===== src/rtl/aes_sched_pkg.sv =====
// aes_sched_pkg: shared types for the AES core scheduler.
// FSM states, keylen encodings, tag-pipeline entry.
package aes_sched_pkg;

  typedef enum logic [1:0] {
    IDLE,
    RUN,
    SWITCH,
    FLUSH
  } state_e;

  localparam logic KEYLEN_128 = 1'b0;
  localparam logic KEYLEN_256 = 1'b1;

  // Widest requester ID (NUM_REQ up to 8).
  localparam int ID_MAX_W = 3;

  typedef struct packed {
    logic                valid;
    logic [ID_MAX_W-1:0] id;
  } tag_t;

endpackage


===== src/rtl/aes_core_sched_if.sv =====
// aes_core_sched_if: requester-side valid/ready bundle.
// master = requesters (valid/data/key/keylen out), slave = scheduler.
interface aes_core_sched_if #(
  parameter int NUM_REQ    = 4,
  parameter int DATA_WIDTH = 128,
  parameter int KEY_WIDTH  = 128
);

  logic [NUM_REQ-1:0]            req_valid;
  logic [NUM_REQ-1:0]            req_ready;
  logic [NUM_REQ-1:0]            req_keylen;
  logic [NUM_REQ*DATA_WIDTH-1:0] req_data;
  logic [NUM_REQ*KEY_WIDTH-1:0]  req_key;

  modport master (
    output req_valid,
    output req_data,
    output req_key,
    output req_keylen,
    input  req_ready
  );

  modport slave (
    input  req_valid,
    input  req_data,
    input  req_key,
    input  req_keylen,
    output req_ready
  );

endinterface


===== src/rtl/aes_rr_arbiter.sv =====
// aes_rr_arbiter: round-robin priority picker, first request at/after i_ptr.
// Ports: i_req, i_ptr in; o_gnt (one-hot), o_idx, o_any out.
module aes_rr_arbiter #(
  parameter  int N = 4,
  localparam int W = $clog2(N)
) (
  input  logic [N-1:0] i_req,
  input  logic [W-1:0] i_ptr,
  output logic [N-1:0] o_gnt,
  output logic [W-1:0] o_idx,
  output logic         o_any
);

  logic [W-1:0] w_k;

  always_comb begin
    o_gnt = '0;
    o_idx = '0;
    o_any = 1'b0;
    w_k   = '0;
    for (int i = 0; i < N; i++) begin
      w_k = W'((int'(i_ptr) + i) % N);
      if (!o_any && i_req[w_k]) begin
        o_any      = 1'b1;
        o_idx      = w_k;
        o_gnt[w_k] = 1'b1;
      end
    end
  end

endmodule


===== src/rtl/aes_core_sched.sv =====
// aes_core_sched: round-robin scheduler sharing one pipelined AES core.
// Ports: clk, rst (async low), req_if (slave), core_* drive/return,
// res_* result bus, flush_req/flush_done, busy.
// Optional AES_SCHED_STATS_EN adds stat_issued / stat_stall counters.
module aes_core_sched
  import aes_sched_pkg::*;
#(
  parameter  int NUM_REQ      = 4,
  parameter  int CORE_LATENCY = 10,
  parameter  int KEY_WIDTH    = 128,
  parameter  int DATA_WIDTH   = 128,
  localparam int ID_W         = $clog2(NUM_REQ)
) (
  input  logic                  clk,
  input  logic                  rst,
  aes_core_sched_if.slave       req_if,
  output logic                  core_valid_in,
  output logic [DATA_WIDTH-1:0] core_plaintext,
  output logic [KEY_WIDTH-1:0]  core_key,
  output logic                  core_keylen,
  input  logic [DATA_WIDTH-1:0] core_ciphertext,
  output logic                  res_valid,
  output logic [ID_W-1:0]       res_id,
  output logic [DATA_WIDTH-1:0] res_data,
  input  logic                  flush_req,
  output logic                  flush_done,
  output logic                  busy
`ifdef AES_SCHED_STATS_EN
  ,
  output logic [31:0]           stat_issued,
  output logic [31:0]           stat_stall
`endif
);

  localparam int CNT_W = $clog2(CORE_LATENCY + 2);
  localparam logic [CNT_W-1:0] CNT_MAX =
    CNT_W'(CORE_LATENCY + 1);

  state_e             r_state;
  state_e             w_state_nx;
  logic [ID_W-1:0]    r_ptr;
  logic [ID_W-1:0]    w_idx;
  logic [ID_W-1:0]    w_ptr_nx;
  logic [NUM_REQ-1:0] w_gnt;
  logic               w_any;
  logic               w_win_kl;
  logic               w_empty;
  logic               w_issue;
  logic               w_kl_load;
  logic [CNT_W-1:0]   r_inflight;
  logic [ID_W-1:0]    r_issue_id;
  tag_t               r_tag [CORE_LATENCY];

  aes_rr_arbiter #(
    .N (NUM_REQ)
  ) u_arb (
    .i_req (req_if.req_valid),
    .i_ptr (r_ptr),
    .o_gnt (w_gnt),
    .o_idx (w_idx),
    .o_any (w_any)
  );

  assign w_win_kl = req_if.req_keylen[w_idx];
  assign w_empty  = (r_inflight == '0);
  assign w_ptr_nx = (w_idx == ID_W'(NUM_REQ - 1))
                  ? '0 : w_idx + 1'b1;

  // A keylen change is only safe with nothing in the core,
  // so a mismatching winner parks the FSM in SWITCH.
  always_comb begin
    w_state_nx = r_state;
    w_issue    = 1'b0;
    w_kl_load  = 1'b0;
    unique case (r_state)
      IDLE: begin
        if (w_any) begin
          w_issue    = 1'b1;
          w_state_nx = RUN;
        end
      end
      RUN: begin
        if (w_any && (w_empty || w_win_kl == core_keylen))
          w_issue = 1'b1;
        else if (w_any)
          w_state_nx = SWITCH;
        else if (w_empty)
          w_state_nx = IDLE;
      end
      SWITCH: begin
        if (w_empty) begin
          w_kl_load  = w_any;
          w_state_nx = RUN;
        end
      end
      FLUSH: begin
        if (!flush_req)
          w_state_nx = w_empty ? IDLE : RUN;
      end
      default: w_state_nx = IDLE;
    endcase
    if (flush_req) begin
      w_state_nx = FLUSH;
      w_issue    = 1'b0;
      w_kl_load  = 1'b0;
    end
    // Grant is combinational; keep it quiet while held in reset.
    if (!rst) begin
      w_issue   = 1'b0;
      w_kl_load = 1'b0;
    end
  end

  assign req_if.req_ready = w_issue ? w_gnt : '0;
  assign flush_done = (r_state == FLUSH) && flush_req && w_empty;
  assign busy       = !w_empty;

  always_ff @(posedge clk or negedge rst) begin
    if (!rst) begin
      r_state        <= IDLE;
      r_ptr          <= '0;
      core_valid_in  <= 1'b0;
      core_plaintext <= '0;
      core_key       <= '0;
      core_keylen    <= KEYLEN_128;
      r_issue_id     <= '0;
    end else begin
      r_state       <= w_state_nx;
      core_valid_in <= w_issue;
      if (w_issue) begin
        r_ptr          <= w_ptr_nx;
        r_issue_id     <= w_idx;
        core_keylen    <= w_win_kl;
        core_plaintext <=
          req_if.req_data[w_idx*DATA_WIDTH +: DATA_WIDTH];
        core_key       <=
          req_if.req_key[w_idx*KEY_WIDTH +: KEY_WIDTH];
      end else if (w_kl_load) begin
        core_keylen <= w_win_kl;
      end
    end
  end

  // Tag pipeline mirrors the core latency; stage 0 follows
  // the issue register so tags line up with core_valid_in.
  always_ff @(posedge clk or negedge rst) begin
    if (!rst) begin
      for (int i = 0; i < CORE_LATENCY; i++)
        r_tag[i] <= '0;
    end else begin
      r_tag[0] <= tag_t'{valid: core_valid_in,
                         id:    ID_MAX_W'(r_issue_id)};
      for (int i = 1; i < CORE_LATENCY; i++)
        r_tag[i] <= r_tag[i-1];
    end
  end

  assign res_valid = r_tag[CORE_LATENCY-1].valid;
  assign res_id    = r_tag[CORE_LATENCY-1].id[ID_W-1:0];
  assign res_data  = core_ciphertext;

  always_ff @(posedge clk or negedge rst) begin
    if (!rst) begin
      r_inflight <= '0;
    end else begin
      case ({w_issue, res_valid})
        2'b10:   r_inflight <= r_inflight + 1'b1;
        2'b01:   r_inflight <= r_inflight - 1'b1;
        default: r_inflight <= r_inflight;
      endcase
    end
  end

  a_inflight_ovf: assert property (
    @(posedge clk) disable iff (!rst)
    !(w_issue && !res_valid && r_inflight == CNT_MAX));

`ifdef AES_SCHED_STATS_EN
  always_ff @(posedge clk or negedge rst) begin
    if (!rst) begin
      stat_issued <= '0;
      stat_stall  <= '0;
    end else begin
      if (w_issue && stat_issued != '1)
        stat_issued <= stat_issued + 1'b1;
      if (r_state == SWITCH && stat_stall != '1)
        stat_stall <= stat_stall + 1'b1;
    end
  end
`endif

endmodule


===== src/flat_wrapper.sv =====
// flat-port wrapper written by rule: the top's interface ports become plain ports
module aes_core_sched_flat import aes_sched_pkg::*;
#(
  parameter  int NUM_REQ      = 4,
  parameter  int CORE_LATENCY = 10,
  parameter  int KEY_WIDTH    = 128,
  parameter  int DATA_WIDTH   = 128,
  localparam int ID_W         = $clog2(NUM_REQ)
)
  (clk, rst, core_valid_in, core_plaintext, core_key, core_keylen, core_ciphertext, res_valid, res_id, res_data, flush_req, flush_done, busy, req_if_req_valid, req_if_req_data, req_if_req_key, req_if_req_keylen, req_if_req_ready);
  aes_core_sched_if #(.NUM_REQ(NUM_REQ), .DATA_WIDTH(DATA_WIDTH), .KEY_WIDTH(KEY_WIDTH)) req_if_i ();
  input  logic clk;
  input  logic rst;
  output logic core_valid_in;
  output logic [DATA_WIDTH-1:0] core_plaintext;
  output logic [KEY_WIDTH-1:0] core_key;
  output logic core_keylen;
  input  logic [DATA_WIDTH-1:0] core_ciphertext;
  output logic res_valid;
  output logic [ID_W-1:0] res_id;
  output logic [DATA_WIDTH-1:0] res_data;
  input  logic flush_req;
  output logic flush_done;
  output logic busy;
  input wire logic [$bits(req_if_i.req_valid)-1:0] req_if_req_valid;
  input wire logic [$bits(req_if_i.req_data)-1:0] req_if_req_data;
  input wire logic [$bits(req_if_i.req_key)-1:0] req_if_req_key;
  input wire logic [$bits(req_if_i.req_keylen)-1:0] req_if_req_keylen;
  output wire logic [$bits(req_if_i.req_ready)-1:0] req_if_req_ready;
  assign req_if_i.req_valid = req_if_req_valid;
  assign req_if_i.req_data = req_if_req_data;
  assign req_if_i.req_key = req_if_req_key;
  assign req_if_i.req_keylen = req_if_req_keylen;
  assign req_if_req_ready = req_if_i.req_ready;
  aes_core_sched #(.NUM_REQ(NUM_REQ), .CORE_LATENCY(CORE_LATENCY), .KEY_WIDTH(KEY_WIDTH), .DATA_WIDTH(DATA_WIDTH)) u_core (.clk(clk), .rst(rst), .req_if(req_if_i), .core_valid_in(core_valid_in), .core_plaintext(core_plaintext), .core_key(core_key), .core_keylen(core_keylen), .core_ciphertext(core_ciphertext), .res_valid(res_valid), .res_id(res_id), .res_data(res_data), .flush_req(flush_req), .flush_done(flush_done), .busy(busy));
endmodule

===== config.mk =====
export PLATFORM = sky130hd
export DESIGN_NAME = aes_core_sched_flat
export DESIGN_NICKNAME = d
export VERILOG_FILES = /design/src/rtl/aes_sched_pkg.sv /design/src/rtl/aes_core_sched_if.sv /design/src/rtl/aes_rr_arbiter.sv /design/src/rtl/aes_core_sched.sv /design/src/flat_wrapper.sv
export SDC_FILE = /design/constraint.sdc
export NUM_CORES = 1
export LEC_CHECK = 0
export ABC_AREA = 0
export ABC_CLOCK_PERIOD_IN_PS = 5600
export CAP_MARGIN = 25
export CORE_AREA = 2 2 599 601
export CTS_CLUSTER_DIAMETER = 100
export CTS_CLUSTER_SIZE = 14
export DETAILED_ROUTE_END_ITERATION = 10
export DIE_AREA = 0 0 601 603
export PLACE_DENSITY = 0.35
export SYNTH_ARGS = -nofsm -noshare
export SYNTH_HDL_FRONTEND = slang
export SYNTH_SLANG_ARGS = --single-unit

===== constraint.sdc =====
create_clock -name clk -period 5.6 [get_ports clk]
set_clock_uncertainty 0.1 [all_clocks]
set_input_delay 0.56 -clock clk [delete_from_list [all_inputs] [get_ports clk]]
set_output_delay 0.56 -clock clk [all_outputs]
set_load 0.02 [all_outputs]

======== Word-level counts from Yosys, hierarchy flattened ========
Index checks and enable logic that the tools add are counted.
cells by class
  divide/modulo/power cells ............... 0
  reduce and logical (&&, ||, !) cells .... 20
  add/subtract/negate cells ............... 6
  shifts and indexed selects .............. 2
  multipliers ............................. 0
  bitwise logic cells ..................... 3
  $lt $le $gt $ge ......................... 9
  mux-type cells .......................... 52
  eq/ne operators ......................... 11
operators with widths
  cell                                                                           number
  512-bit by 10-bit indexed part select with 128-bit output                      2
  1-bit two-way mux                                                              24
  2-bit two-way mux                                                              11
  4-bit two-way mux                                                              5
  2-bit by 3-bit less-than comparator with 1-bit output (second input constant)  5
  4-bit bitwise OR                                                               3
  1-bit binary-select mux with 2-bit select                                      5
  1-bit logical AND                                                              10
  1-bit demux with 2-bit select                                                  4
  2-bit equality test (second input constant)                                    4
  2-bit by 1-bit >= comparator with 1-bit output (second input constant)         4
  2-bit one-hot mux with 4 select lines                                          1
  4-bit one-hot mux with 2 select lines                                          1
  3-bit by 2-bit inequality test with 1-bit output (second input constant)       2
  2-bit by 1-bit adder with 2-bit output (second input constant)                 2
  2-bit adder (second input constant)                                            2
  4-bit by 1-bit adder with 4-bit output (second input constant)                 1
  2-bit by 1-bit equality test with 1-bit output (second input constant)         2
  1-bit zero test                                                                4
  4-bit zero test                                                                1
  4-bit by 2-bit inequality test with 1-bit output (second input constant)       1
  4-bit AND reduction                                                            1
  2-bit nonzero test                                                             2
  4-bit by 1-bit subtractor with 4-bit output (second input constant)            1
  other kinds (5)                                                                5
word-level totals
  input bits .............................. 1163
  bits in registers ....................... 298
  word-level logic and storage cells ...... 131
  output and inout port bits .............. 395
  latch bits .............................. 0
  memories ................................ 0
  memory bits (writable) .................. 0
  ROM bits ................................ 0

======== Depth between registers and ports, before layout ========
  word-level depth ........................ 23
  gate-level depth with buffers ........... 18
  depth with buffers taken out ............ 16

======== Hierarchy ========
From an unflattened synthesis, not the netlist that was laid out.
unflattened totals
  cell total of the unflattened synthesis .. 1129
  area, all modules ....................... 18433.9 µm²
modules (own cells, without submodules)
  module          cells each  sequential area each (µm²)  area each (µm²)  instances
  aes_core_sched  1084        7457.2                      18014.8          1
  aes_rr_arbiter  45          0.0                         419.2            1

======== Worst setup path after synthesis ========
No wires, ideal clock.
  path kind ............................... reg2reg
  from .................................... register u_core.r_ptr[0]
  to ...................................... register u_core.r_inflight[2]
  setup time .............................. 0.125 ns
  path buffers ............................ 2
  arrival ................................. 4.051 ns
  setup slack ............................. 1.324 ns
  period minus slack after synthesis ...... 4.276 ns
  cell stages (with the launch flop) ...... 19
  data required time ...................... 5.375 ns
  path through ............................ dfrtp_1 > buf_2 > inv_1 > ha_1 > buf_2 > or3b_1 > a2111oi_1 > or2b_2 > a2bb2oi_4 > mux2i_1 > nand3b_1 > nand4b_4 > ha_1 > xor2_1 > ha_1 > a21oi_1 > xor2_1 > nor2_1 > xor2_1
on the way
  longest elaborated chain between the ends .. 23
  elaborated cells on any way between the ends .. 39
  those cells by class .................... add/sub: 3; eq/ne: 3; mux: 24; reduce/logical: 9
ends and longest elaborated chain
  what                                                                                   RTL line               text
  from (decl)                                                                            aes_core_sched.sv:41   logic [ID_W-1:0] r_ptr;
  from (signal assigned)                                                                 aes_core_sched.sv:131  r_ptr <= w_ptr_nx;
  branches (longest 18 deep; another with 2-bit by 1-bit adder with 2-bit output)        --
  1-bit one-hot mux with 2 select lines *                                                aes_core_sched.sv:75   unique case (r_state)
  1-bit two-way mux *                                                                    aes_core_sched.sv:102  if (flush_req) begin
  1-bit two-way mux *                                                                    aes_core_sched.sv:108  if (!rst) begin
  2-bit by 1-bit equality test with 1-bit output or 2-bit equality test (tied branches)  aes_core_sched.sv:166  case ({w_issue, res_valid})
  4-bit one-hot mux with 2 select lines or 2-bit nonzero test (tied branches)            --
  to (signal assigned)                                                                   aes_core_sched.sv:167  2'b10: r_inflight <= r_inflight + 1'b1;
  to (signal assigned)                                                                   aes_core_sched.sv:168  2'b01: r_inflight <= r_inflight - 1'b1;
  to (signal assigned)                                                                   aes_core_sched.sv:169  default: r_inflight <= r_inflight;
  to (decl)                                                                              aes_core_sched.sv:50   logic [CNT_W-1:0] r_inflight;
Mark *: on every way between the ends. The select of a mux whose other input is x is not followed.
A chain may end at the register's enable or synchronous reset.

======== Worst setup path in the final report ========
  from .................................... register u_core.r_ptr[1]
  to ...................................... output req_if_req_ready[3]
on the way
  longest elaborated chain between the ends .. 22
  elaborated cells on any way between the ends .. 63
  those cells by class .................... add/sub: 3; order compare: 8; eq/ne: 1; mux: 36; bitwise: 3; reduce/logical: 12
ends and longest elaborated chain
  what                                                                             RTL line               text
  branches (longest 21 deep; another with 2-bit by 1-bit adder with 2-bit output)  --
  4-bit two-way mux *                                                              aes_core_sched.sv:114  assign req_if.req_ready = w_issue ? w_gnt : '0;
  to (decl)                                                                        flat_wrapper.sv:29     output wire logic [$bits(req_if_i.req_ready)-1:0] req_if_req_ready;
Marked as above.

==> results_dict.tcl <==
set metrics [dict create \
    setup.worst_path.end_class "output port" \
    cp_max_fo 11 \
    finalHoldViolCount 0 \
    antenna_found_initial 283 \
    status "completed" \
    synth_cells 2543 \
    dr.pass1.iters 5 \
    clk_path_buf_depth 3 \
    grt_pass1_wl_mm 323 \
    design_area_um2 40400 \
    drv_slew 0 \
    die_w_um 601 \
    drive_above_1_share_pct 11.4 \
    port_buffers 1301 \
    synth_top_area_share_pct 35.4 \
    synth_area_um2 21100 \
    pre_cts_slack_ns 0.446 \
    dieArea_um2 362000 \
    p_sw_mw 13.2 \
    fp.dieH_um 603 \
    relSlewSlack_pct 28.5 \
    yosys.area.top_type "dfrtp_1" \
    synth-seq-cells 298 \
    combPwrFrac_pct 72.9 \
    dp.cells 8336 \
    p_per_area_nw_per_um2 615 \
    worstMarginPinSlew_ns 1.07 \
    drv_cap 0 \
    core_area_um2 355000 \
    cts_htree_levels 2 \
    final_cells 8479 \
    tritoncts "done" \
    p_clk_share_pct 11.0 \
    synth.area.top_cells "dfrtp_1, nand2_1, mux2_4" \
    num_rows 219 \
    hp-class "reg -> reg" \
    cts_buffers 37 \
    power_frac_seq_pct 16.1 \
    placed_cell_area_um2 39000 \
    drtIter0Drc 1501 \
    async_flop_share_pct 100 \
    setup_tns_ns 0 \
    area_delta_synth_final_pct 92.0 \
    dp_hpwl_mm 235 \
    ir_worst_vdd_mv 0.617 \
    timing.critical_path.cells "inv_1, ha_1, or3b_1, a2111oi_2, or2b_4, a2bb2oi_4, mux2i_2, nand3b_1, nand4b_4, nor2_1, clkdlybuf4s50_1" \
    finalCritPeriodShare_pct 93.7 \
    worstSetupStartpointType "flip-flop" \
    min_period_ns 5.25 \
    clk_latency_ns 0.68 \
    path_clk_slew_ns 0.06 \
    cts.sinks 298 \
    cpPeakStageDelay_ns 0.63 \
    io_pins 1558 \
    syn_avg_cell_area_um2 8.28 \
    ys.flop_type "dfrtp_1" \
    grt_overflow 0 \
    grt_max_degree 118 \
    routabilityCongestion 0.968 \
    rsz0062_at_grt "false" \
    syn_nets 3717 \
    drc 0 \
    swShare_pct 53.1 \
    worstPathRequired_ns 4.94 \
    arrival_ns 4.59 \
    drt-total-wl_mm 266 \
    slowest_stage "clkdlybuf4s50_1" \
    postRouteAntennaNets 0 \
    p_int_mw 11.7 \
    critPathKind "reg -> out" \
    leakagePower_nw 15.4 \
    track_usage_pct 14.1 \
    vias_per_cell 2.96 \
    route.vias.total 25100 \
    hold_ws_ns 0.247 \
    start_util_pct 5.92 \
    synth_warnings 0 \
    fmax_ghz 0.191 \
    grt_pass1_vias 25500 \
    synthDistinctLibCells 50 \
    seq_area_frac_synth_pct 35.4 \
    routedWlPerCell_um 31.3 \
    layout_setup_ws_ns 0.353 \
    nNetsFinal 4801 \
    root_buffer "clkbuf_16" \
    synth_edf_count 0 \
    setup_viol 0 \
]
timing repair:
action | 4_1_cts | 5_1_grt
endpoints found under the hold margin | 21 | 0
setup endpoints to repair | 4 | 4
gates resized for setup | 2 | 2
hold buffers | 1 | 0
setup buffers | 0 | 2
pin swaps | 0 | 1
worst max-delay path: cells and delay by family, from the launching register on:
family          cells  cell delay [ns]
buf+inv             2             0.78
compound gates      2             0.59
flops               1             0.47
simple gates        5             1.30
mux                 1             0.35
fa+ha+maj           1             0.43
state kept, by name, summed over array words and instances (netlist names), 2 cells and up:
name	flops
u_core.r_state	2
u_core.r_issue_id	2
u_core.res_id	2
u_core.core_key	128
u_core.r_tag	27
u_core.core_plaintext	128
u_core.r_ptr	2
u_core.r_inflight	4
cells in the mapped netlist (all sizes together) (2+ instances only):
cell type and count:
a21oi 5, a221oi 4, a22oi 6, a31oi 257, and3 257, buf 205
clkbuf 130, dfrtp 298, ha 11, inv 6, mux2 260, mux2i 5
mux4 2, nand2 1028, nand2b 3, nand3 3, nand3b 8, nand4 2
nor2 16, nor2b 3, nor3b 3, o211ai 3, o21ai 4, xnor2 3
xor2 4
layer usage:
| metal | vias to the layer above | track usage (%) | part of all wire, % |
|---|---|---|---|
| met5 | - | 0.806 | 0.59 |
| met4 | 172 | 4.68 | 3.9 |
| met3 | 560 | 7.71 | 12 |
| met2 | 1493 | 23.6 | 47 |
| met1 | 12100 | 15.0 | 37 |
| li1 | 10800 | - | - |
layout make-up:
cell class | instances | area [um2]
Sequential cell | 298 | 7460
Tap cell | 4751 | 5940
Clock inverter | 24 | 293
Multi-Input combinational cell | 1904 | 11600
Fill cell | 41200 | 315000
Clock buffer | 39 | 943
Antenna cell | 77 | 193
Inverter | 6 | 46.3
Timing Repair Buffer | 1380 | 13900
per-stage QoR:
| step | utilization (%) | power [mW] |
|---|---|---|
| final | 11.4 | 24.9 |
| after global routing | 11.4 | 26.5 |
| after detailed placement | 11.0 | 22.7 |
| after CTS | 11.3 | 25.6 |
| after floorplan | - | 13.4 |
| after global placement | 11.0 | 22.7 |
layout by cell type (no fill, tap or decap), types with 16 or more instances in the layout:
cell,Yosys,layout
a31oi_1,257,255
nor2_1,16,16
diode_2,0,77
mux2_4,208,208
clkdlybuf4s50_1,0,1297
clkbuf_16,0,37
dfrtp_1,298,297
buf_12,0,23
and3_1,257,257
mux2_2,51,51
buf_4,130,58
nand2_1,1028,1027
power groups by stage:
stage / combinational, mW / clock (mW) / sequential (mW)
after floorplan: 8.41 / 0 / 4.99
after CTS: 18.7 / 2.91 / 4.00
final: 18.1 / 2.73 / 3.99
after detailed placement: 18.6 / 0 / 4.02
after global routing: 19.4 / 2.95 / 4.12
after global placement: 18.6 / 0 / 4.03
kinds of logic after synthesis:
logic type               after synthesis  share of synthesized area, %
AND/OR/NAND/NOR                     1331                          27.3
multiplexers                         267                          18.1
buffers and inverters                341                          9.49
adder cells (fa/ha/maj)               11                         0.654
flip-flops                           298                          35.4
XOR/XNOR                               7                         0.291
AO/OA/AOI/OAI                        288                          8.78
path summary, 6_finish.rpt:
path	startpoint	end	slack [ns]	cells past startpoint
max reg2reg	u_core.r_ptr[1]	u_core.r_inflight[2]	0.78	17
max in group asynchronous	rst	u_core.core_key[4]	3.50	4
min	u_core.r_tag[21]	u_core.r_tag[17]	0.25	0
max	u_core.r_ptr[1]	req_if_req_ready[3]	0.35	11
min in group asynchronous	rst	u_core.r_tag[9]	0.29	2
min reg2reg	u_core.r_tag[21]	u_core.r_tag[17]	0.25	0
Note: power is estimated with default switching activity, not from simulation.
